`config.mk`:
```
export PLATFORM = sky130hd
export DESIGN_NAME = efuse_word_capture
export DESIGN_NICKNAME = d
export VERILOG_FILES = /design/src/rtl/efuse_word_capture_pkg.sv /design/src/rtl/efuse_word_capture_sync2.sv /design/src/rtl/efuse_word_capture.sv
export SDC_FILE = /design/constraint.sdc
export NUM_CORES = 1
export LEC_CHECK = 0
export BUFFER_PORTS_ARGS = -buffer_cell sky130_fd_sc_hd__buf_2
export CORE_ASPECT_RATIO = 2
export CORE_MARGIN = 5
export CORE_UTILIZATION = 33
export CTS_CLUSTER_SIZE = 16
export DETAILED_ROUTE_END_ITERATION = 6
export PLACE_DENSITY = 0.53
export SKIP_LAST_GASP = 1
export SLEW_MARGIN = 20
export SYNTH_ARGS = -nofsm -noshare
export SYNTH_HDL_FRONTEND = slang
export SYNTH_SLANG_ARGS = --single-unit
export TNS_END_PERCENT = 1
```
`constraint.sdc`:
```
create_clock -name clk -period 4.9 [get_ports clk]
set_input_delay 0.49 -clock clk [delete_from_list [all_inputs] [get_ports clk]]
set_output_delay 0.49 -clock clk [all_outputs]
set_load 0.02 [all_outputs]
```
`src/rtl/efuse_word_capture_pkg.sv`:
```
// ---------------------------------------------------------------------------
// efuse_pkg
//   Shared definitions for the eFuse word capture block:
//     - EFUSE_WIDTH : width of the eFuse macro parallel output (Q)
//     - EFUSE_MODE_*: mode encodings shared with efuses_control_sm
//     - efuse_state_e: capture FSM state encoding
// ---------------------------------------------------------------------------
package efuse_pkg;

  localparam int EFUSE_WIDTH = 32;

  localparam logic [1:0] EFUSE_MODE_IDLE = 2'b00;
  localparam logic [1:0] EFUSE_MODE_PROG = 2'b01;
  localparam logic [1:0] EFUSE_MODE_READ = 2'b10;

  typedef enum logic [2:0] {
    ST_IDLE   = 3'd0,
    ST_SETTLE = 3'd1,
    ST_SAMPLE = 3'd2,
    ST_CHECK  = 3'd3,
    ST_DONE   = 3'd4
  } efuse_state_e;

endpackage

```
`src/rtl/efuse_word_capture_sync2.sv`:
```
// ---------------------------------------------------------------------------
// efuse_sync2
//   WIDTH-wide two-flop synchroniser for signals asynchronous to clk.
//   Ports:
//     clk   : destination clock
//     rst_n : asynchronous active-low reset (both stages clear to 0)
//     d     : asynchronous input bus
//     q     : synchronised output bus (two clk cycles of latency)
// ---------------------------------------------------------------------------
module efuse_sync2 #(
  parameter int WIDTH = 32
) (
  input  logic             clk,
  input  logic             rst_n,
  input  logic [WIDTH-1:0] d,
  output logic [WIDTH-1:0] q
);

  logic [WIDTH-1:0] meta_p0;

  always_ff @(posedge clk or negedge rst_n) begin
    if (!rst_n) begin
      meta_p0 <= '0;
      q       <= '0;
    end else begin
      meta_p0 <= d;
      q       <= meta_p0;
    end
  end

endmodule

```
`src/rtl/efuse_word_capture.sv`:
```
// ---------------------------------------------------------------------------
// efuse_word_capture
//   Captures the eFuse macro parallel output after a read. Q is synchronised,
//   allowed to settle, then sampled NSAMP times SPACING cycles apart; the word
//   is only accepted if every sample is identical. An accepted word is
//   compared against the programmed word to flag a bad burn.
//   Ports:
//     clk           : 2 MHz clock
//     rst           : asynchronous active-low reset
//     mode          : 2'b10 read, 2'b01 program, others idle
//     capture_req   : one-cycle pulse, Q may now be captured
//     Q             : eFuse macro output (asynchronous)
//     prog          : programmed word for the burn check
//     busy          : capture in progress
//     done          : one-cycle pulse when a capture completes or aborts
//     fuse_word     : last stable captured word
//     fuse_valid    : fuse_word holds a stable capture
//     fuse_unstable : last capture saw differing samples
//     prog_mismatch : stable capture differs from prog
//     aborted       : last capture was cut short by a mode change
// ---------------------------------------------------------------------------
module efuse_word_capture
  import efuse_pkg::*;
#(
  parameter int SETTLE  = 8,
  parameter int NSAMP   = 4,
  parameter int SPACING = 2
) (
  input  logic                   clk,
  input  logic                   rst,
  input  logic [1:0]             mode,
  input  logic                   capture_req,
  input  logic [EFUSE_WIDTH-1:0] Q,
  input  logic [EFUSE_WIDTH-1:0] prog,
  output logic                   busy,
  output logic                   done,
  output logic [EFUSE_WIDTH-1:0] fuse_word,
  output logic                   fuse_valid,
  output logic                   fuse_unstable,
  output logic                   prog_mismatch,
  output logic                   aborted
);

  // One wait counter serves both the settle and the spacing intervals.
  localparam int WAIT_MAX = (SETTLE > SPACING) ? SETTLE : SPACING;
  localparam int WAIT_W   = $clog2(WAIT_MAX + 1);
  localparam int NS_W     = $clog2(NSAMP + 1);

  localparam logic [WAIT_W-1:0] WAIT_ONE = 1;
  localparam logic [NS_W-1:0]   NS_ONE   = 1;

  efuse_state_e           state;
  logic [WAIT_W-1:0]      wait_cnt;
  logic [NS_W-1:0]        nsamp_cnt;
  logic                   diff;
  logic [EFUSE_WIDTH-1:0] ref_word;
  logic [EFUSE_WIDTH-1:0] q_s;

  logic is_read;
  logic settle_hit;
  logic space_hit;
  logic last_sample;

  function automatic logic [WAIT_W-1:0] wait_inc(input logic [WAIT_W-1:0] v);
    return (&v) ? v : v + WAIT_ONE;
  endfunction

  function automatic logic [NS_W-1:0] nsamp_inc(input logic [NS_W-1:0] v);
    return (&v) ? v : v + NS_ONE;
  endfunction

  efuse_sync2 #(
    .WIDTH (EFUSE_WIDTH)
  ) u_sync (
    .clk   (clk),
    .rst_n (rst),
    .d     (Q),
    .q     (q_s)
  );

  assign is_read     = (mode == EFUSE_MODE_READ);
  assign settle_hit  = (int'(wait_cnt) == SETTLE - 1);
  assign space_hit   = (int'(wait_cnt) == SPACING - 1);
  assign last_sample = (int'(nsamp_cnt) + 1 == NSAMP);

  // Reference sample is pure data: taken once at the end of the settle wait.
  always_ff @(posedge clk) begin
    if (state == ST_SETTLE && is_read && settle_hit) begin
      ref_word <= q_s;
    end
  end

  always_ff @(posedge clk or negedge rst) begin
    if (!rst) begin
      state         <= ST_IDLE;
      wait_cnt      <= '0;
      nsamp_cnt     <= '0;
      diff          <= 1'b0;
      busy          <= 1'b0;
      done          <= 1'b0;
      fuse_word     <= '0;
      fuse_valid    <= 1'b0;
      fuse_unstable <= 1'b0;
      prog_mismatch <= 1'b0;
      aborted       <= 1'b0;
    end else begin
      done <= 1'b0;
      case (state)
        ST_IDLE: begin
          if (capture_req && is_read) begin
            state         <= ST_SETTLE;
            busy          <= 1'b1;
            wait_cnt      <= '0;
            nsamp_cnt     <= '0;
            diff          <= 1'b0;
            fuse_valid    <= 1'b0;
            fuse_unstable <= 1'b0;
            prog_mismatch <= 1'b0;
            aborted       <= 1'b0;
          end
        end

        ST_SETTLE: begin
          if (!is_read) begin
            state   <= ST_DONE;
            aborted <= 1'b1;
          end else if (settle_hit) begin
            state     <= ST_SAMPLE;
            wait_cnt  <= '0;
            nsamp_cnt <= NS_ONE;
          end else begin
            wait_cnt <= wait_inc(wait_cnt);
          end
        end

        ST_SAMPLE: begin
          // Abort is checked first so it wins over a coincident last sample.
          if (!is_read) begin
            state   <= ST_DONE;
            aborted <= 1'b1;
          end else if (space_hit) begin
            wait_cnt  <= '0;
            nsamp_cnt <= nsamp_inc(nsamp_cnt);
            if (q_s != ref_word) begin
              diff <= 1'b1;
            end
            if (last_sample) begin
              state <= ST_CHECK;
            end
          end else begin
            wait_cnt <= wait_inc(wait_cnt);
          end
        end

        ST_CHECK: begin
          if (!diff) begin
            fuse_word     <= ref_word;
            fuse_valid    <= 1'b1;
            prog_mismatch <= (ref_word != prog);
          end else begin
            fuse_unstable <= 1'b1;
          end
          state <= ST_DONE;
        end

        ST_DONE: begin
          done  <= 1'b1;
          busy  <= 1'b0;
          state <= ST_IDLE;
        end

        default: begin
          state <= ST_IDLE;
          busy  <= 1'b0;
        end
      endcase
    end
  end

endmodule

```
==> impl_results.html <==
<table>
<tr><th>Metric</th><th>Value</th></tr>
<tr><th colspan="2">Global route</th></tr>
<tr><td>Antenna violations before repair</td><td>0</td></tr>
<tr><td>GRT Util Overall</td><td>12.7%</td></tr>
<tr><td>Wire length of the first global-routing pass</td><td>18.2 mm</td></tr>
<tr><td>Met1 track demand over resource in global routing</td><td>16.8%</td></tr>
<tr><td>Congestion Overflow GR</td><td>0</td></tr>
<tr><td>Largest net degree at the start of global routing</td><td>77</td></tr>
<tr><td>Number of global-route vias before repair</td><td>3290</td></tr>
<tr><td>Global routing usage on met3</td><td>3.84%</td></tr>
<tr><td>Most crowded layer after global routing</td><td>met2</td></tr>
<tr><td>Met2 GRT Util</td><td>19.3%</td></tr>
<tr><th colspan="2">Clock tree</th></tr>
<tr><td>H-tree levels</td><td>4</td></tr>
<tr><td>Number of post-CTS setup repair buffers</td><td>0</td></tr>
<tr><td>CTS tree</td><td>yes</td></tr>
<tr><td>Total clock sinks</td><td>145</td></tr>
<tr><td>Clk Latency, worst-skew pair</td><td>0.41 ns</td></tr>
<tr><td>Clock-pin transition on the worst setup and hold timing paths</td><td>0.06 ns</td></tr>
<tr><td>Hold Buf Count CTS</td><td>0</td></tr>
<tr><td>Buffer cell driving the clock tree root</td><td>sky130_fd_sc_hd__clkbuf_16</td></tr>
<tr><td>Maximum count of clock buffers along a single path</td><td>2</td></tr>
<tr><td>Number of CTS-inserted buffers</td><td>17</td></tr>
<tr><td>PostCTS Resize Cnt</td><td>0</td></tr>
<tr><th colspan="2">Place</th></tr>
<tr><td>Number of buffer cells added on primary ports</td><td>106</td></tr>
<tr><td>RD Place Congestion</td><td>0.799</td></tr>
<tr><td>Post-DP HPWL</td><td>8.12 mm</td></tr>
<tr><th colspan="2">Floorplanning</th></tr>
<tr><td>Initial core utilization</td><td>33.3%</td></tr>
<tr><td>Die Wd</td><td>100 um</td></tr>
<tr><td>Height of the chip</td><td>190 um</td></tr>
<tr><td>Die footprint</td><td>19100 um2</td></tr>
<tr><td>Rows</td><td>66</td></tr>
<tr><td>Core region area</td><td>16100 um2</td></tr>
<tr><td>Ports placed on the boundary</td><td>107</td></tr>
<tr><th colspan="2">Logic synthesis</th></tr>
<tr><td>Area of the mapped netlist</td><td>5360 um2</td></tr>
<tr><td>Post-synth EDFFs</td><td>32</td></tr>
<tr><td>Commonest register cell after synthesis</td><td>sky130_fd_sc_hd__dfrtp_1</td></tr>
<tr><td>Syn Inst Count</td><td>347</td></tr>
<tr><td>Number of warnings printed during yosys synthesis</td><td>0</td></tr>
<tr><td>Post-synthesis async set-or-reset flop share</td><td>77.9%</td></tr>
<tr><td>Distinct cell type count of the synthesized netlist</td><td>37</td></tr>
<tr><td>Total nets after synthesis</td><td>421</td></tr>
<tr><td>#FFs+latches synth</td><td>145</td></tr>
<tr><td>Mean Syn Cell Area</td><td>15.5 um2</td></tr>
<tr><td>Sequential share of the synthesized area</td><td>70.6%</td></tr>
<tr><th colspan="2">Setup path</th></tr>
<tr><td>Element type at the critical path end</td><td>register</td></tr>
<tr><td>Kind of critical path</td><td>register to register</td></tr>
<tr><td>Endpoint required time on the critical path</td><td>5.19 ns</td></tr>
<tr><td>Critical path fanouts, max</td><td>35</td></tr>
<tr><td>Nature of the critical path startpoint</td><td>register</td></tr>
<tr><td>Crit path DAT</td><td>2.55 ns</td></tr>
<tr><th colspan="2">STA</th></tr>
<tr><td>Slew at the pin closest to its max-slew limit</td><td>1.10 ns</td></tr>
<tr><td>Total negative slack</td><td>0 ns</td></tr>
<tr><td>Worst Hold Slack</td><td>0.178 ns</td></tr>
<tr><td>Unrepaired setup endpoints after global routing</td><td>false</td></tr>
<tr><td>Hold violation count in the final report</td><td>0</td></tr>
<tr><td>Tightest slew margin relative to the limit</td><td>26.6%</td></tr>
<tr><td>Number of max-slew violations in the final report</td><td>0</td></tr>
<tr><td>Clk_skew</td><td>0.0122 ns</td></tr>
<tr><td>Minimum clock period</td><td>2.26 ns</td></tr>
<tr><td>Period utilisation layout</td><td>46.1%</td></tr>
<tr><td>Setup-failing EPs final</td><td>0</td></tr>
<tr><td>Fmax achieved</td><td>0.443 GHz</td></tr>
<tr><th colspan="2">Final layout</th></tr>
<tr><td>Area overhead of the layout relative to synthesis</td><td>26.5%</td></tr>
<tr><td>Most frequent cells in the layout</td><td>sky130_fd_sc_hd__dfrtp_1 (113), sky130_fd_sc_hd__buf_2 (105), sky130_fd_sc_hd__xor2_1 (57)</td></tr>
<tr><td>Final Core Density</td><td>42.1%</td></tr>
<tr><td>Layout fillers</td><td>1507</td></tr>
<tr><td>Most common library cell in the layout ignoring fill and taps</td><td>sky130_fd_sc_hd__dfrtp_1</td></tr>
<tr><td>Share of cells above drive strength 1</td><td>35.9%</td></tr>
<tr><td>Number of nets in the layout</td><td>543</td></tr>
<tr><td>Diodes inserted</td><td>0</td></tr>
<tr><th colspan="2">Hold path</th></tr>
<tr><td>Min-delay worst type</td><td>input port to register</td></tr>
<tr><th colspan="2">Route</th></tr>
<tr><td>Average detailed-routed wire length per instance</td><td>16.5 um</td></tr>
<tr><td>1st-pass router iterations</td><td>4</td></tr>
<tr><td>Detailed router's first-iteration violation count</td><td>95</td></tr>
<tr><td>Routed vias</td><td>3082</td></tr>
<tr><td>Antenna-violating nets left</td><td>0</td></tr>
<tr><td>DRC violations left</td><td>0</td></tr>
<tr><td>Post-DR vias/cell</td><td>4.49</td></tr>
<tr><td>Total wire length</td><td>11.3 mm</td></tr>
<tr><th colspan="2">Pwr</th></tr>
<tr><td>Power Density</td><td>408 nW/um2</td></tr>
<tr><td>Total leakage power</td><td>3.14 nW</td></tr>
<tr><td>Worst IR Drop VDD</td><td>227 uV</td></tr>
<tr><th colspan="2">Flow run</th></tr>
<tr><td>Max-capacitance violation count</td><td>0</td></tr>
<tr><th colspan="2">Status</th></tr>
<tr><td>Status</td><td>finished clean</td></tr>
</table>
flip-flops by register name, summed over array words and instances (netlist names):
name	cells
busy	1
u_sync.q	32
nsamp_cnt	3
done	1
u_sync.meta_p0	32
prog_mismatch	1
fuse_word	32
state	3
wait_cnt	4
fuse_valid	1
diff	1
fuse_unstable	1
aborted	1
ref_word	32
through the flow:
step           cell area, um2  power [mW]  cells  setup WS [ns]
2_1_floorplan            5360        1.39    347           1.48
3_3_place_gp             6130        1.47    652           2.68
3_5_place_dp             6130        1.48    652           2.63
6_report                 6780        2.77    686           2.64
4_1_cts                  6740        2.81    684           2.61
5_1_grt                  6780        2.88    686           2.40
worst max-delay path, stage by stage (launching register included):
cell and delay [ns]:
sky130_fd_sc_hd__dfrtp_1 0.49, sky130_fd_sc_hd__nor2b_1 0.25, sky130_fd_sc_hd__nand2_1 0.12, sky130_fd_sc_hd__nor2_4 0.86, sky130_fd_sc_hd__mux2_2 0.42
routing by layer:
metal	vias to the layer above	part of all wire, %	wire length (um)
met5	-	0	0
met4	0	1.6	185
met3	15	6.8	775
met2	106	48	5390
met1	1491	44	4990
li1	1470	-	-
synthesized netlist by cell type, types with 2 or more instances:
master / count / area (um2)
sky130_fd_sc_hd__o21ai_0: 6 / 30.0
sky130_fd_sc_hd__dfrtp_1: 113 / 2830
sky130_fd_sc_hd__nor3b_1: 3 / 22.5
sky130_fd_sc_hd__nor3_1: 3 / 15.0
sky130_fd_sc_hd__a22o_1: 2 / 17.5
sky130_fd_sc_hd__nand2b_1: 2 / 12.5
sky130_fd_sc_hd__buf_6: 2 / 22.5
sky130_fd_sc_hd__edfxtp_1: 32 / 961
sky130_fd_sc_hd__a21oi_1: 7 / 35.0
sky130_fd_sc_hd__mux2_2: 32 / 360
sky130_fd_sc_hd__nand3_1: 7 / 35.0
sky130_fd_sc_hd__ha_1: 5 / 62.6
sky130_fd_sc_hd__xor2_1: 57 / 499
sky130_fd_sc_hd__nand2_1: 10 / 37.5
sky130_fd_sc_hd__and3_1: 2 / 12.5
sky130_fd_sc_hd__inv_1: 3 / 11.3
sky130_fd_sc_hd__nor2_1: 8 / 30.0
sky130_fd_sc_hd__buf_2: 4 / 20.0
sky130_fd_sc_hd__xnor2_1: 8 / 70.1
sky130_fd_sc_hd__nand4_1: 6 / 37.5
sky130_fd_sc_hd__nor4_1: 14 / 87.6
sky130_fd_sc_hd__nor2b_1: 4 / 25.0
sky130_fd_sc_hd__a211oi_1: 3 / 22.5
worst paths after layout:
check,from,end,slack [ns],depth (start not counted)
min reg2reg,u_sync.meta_p0[6],u_sync.q[6],0.35,0
max in group asynchronous,rst,fuse_word[29],3.63,3
max reg2reg,state[0],fuse_word[21],2.64,4
min,Q[11],u_sync.meta_p0[11],0.18,1
max,state[0],fuse_word[21],2.64,4
min in group asynchronous,rst,done,0.50,2
kinds of logic after synthesis:
family | after synthesis | share of synthesized area (%)
adder cells (fa/ha/maj) | 5 | 1.17
XOR/XNOR | 65 | 10.6
AND/OR/NAND/NOR | 63 | 6.37
multiplexers | 33 | 6.91
AO/OA/AOI/OAI | 26 | 3.22
buffers and inverters | 10 | 1.07
flip-flops | 145 | 70.6
cell type report:
| type | instances | area [um2] | area share [%] |
|---|---|---|---|
| Clock inverter | 13 | 160 | 2.36 |
| Sequential cell | 145 | 3790 | 55.9 |
| Inverter | 3 | 11.3 | 0.166 |
| Tap cell | 204 | 255 | 3.76 |
| Timing Repair Buffer | 110 | 586 | 8.63 |
| Multi-Input combinational cell | 192 | 1530 | 22.5 |
| Clock buffer | 19 | 454 | 6.70 |
power breakdown:
part,leakage (nW),internal (mW),switching (mW),total (mW)
clock,0.299,0.830,0.488,1.32
sequential,1.71,1.28,0.0327,1.31
combinational,1.13,0.0612,0.0790,0.140
total,3.14,2.17,0.600,2.77
No activity file was read; power rests on OpenSTA's default activity.
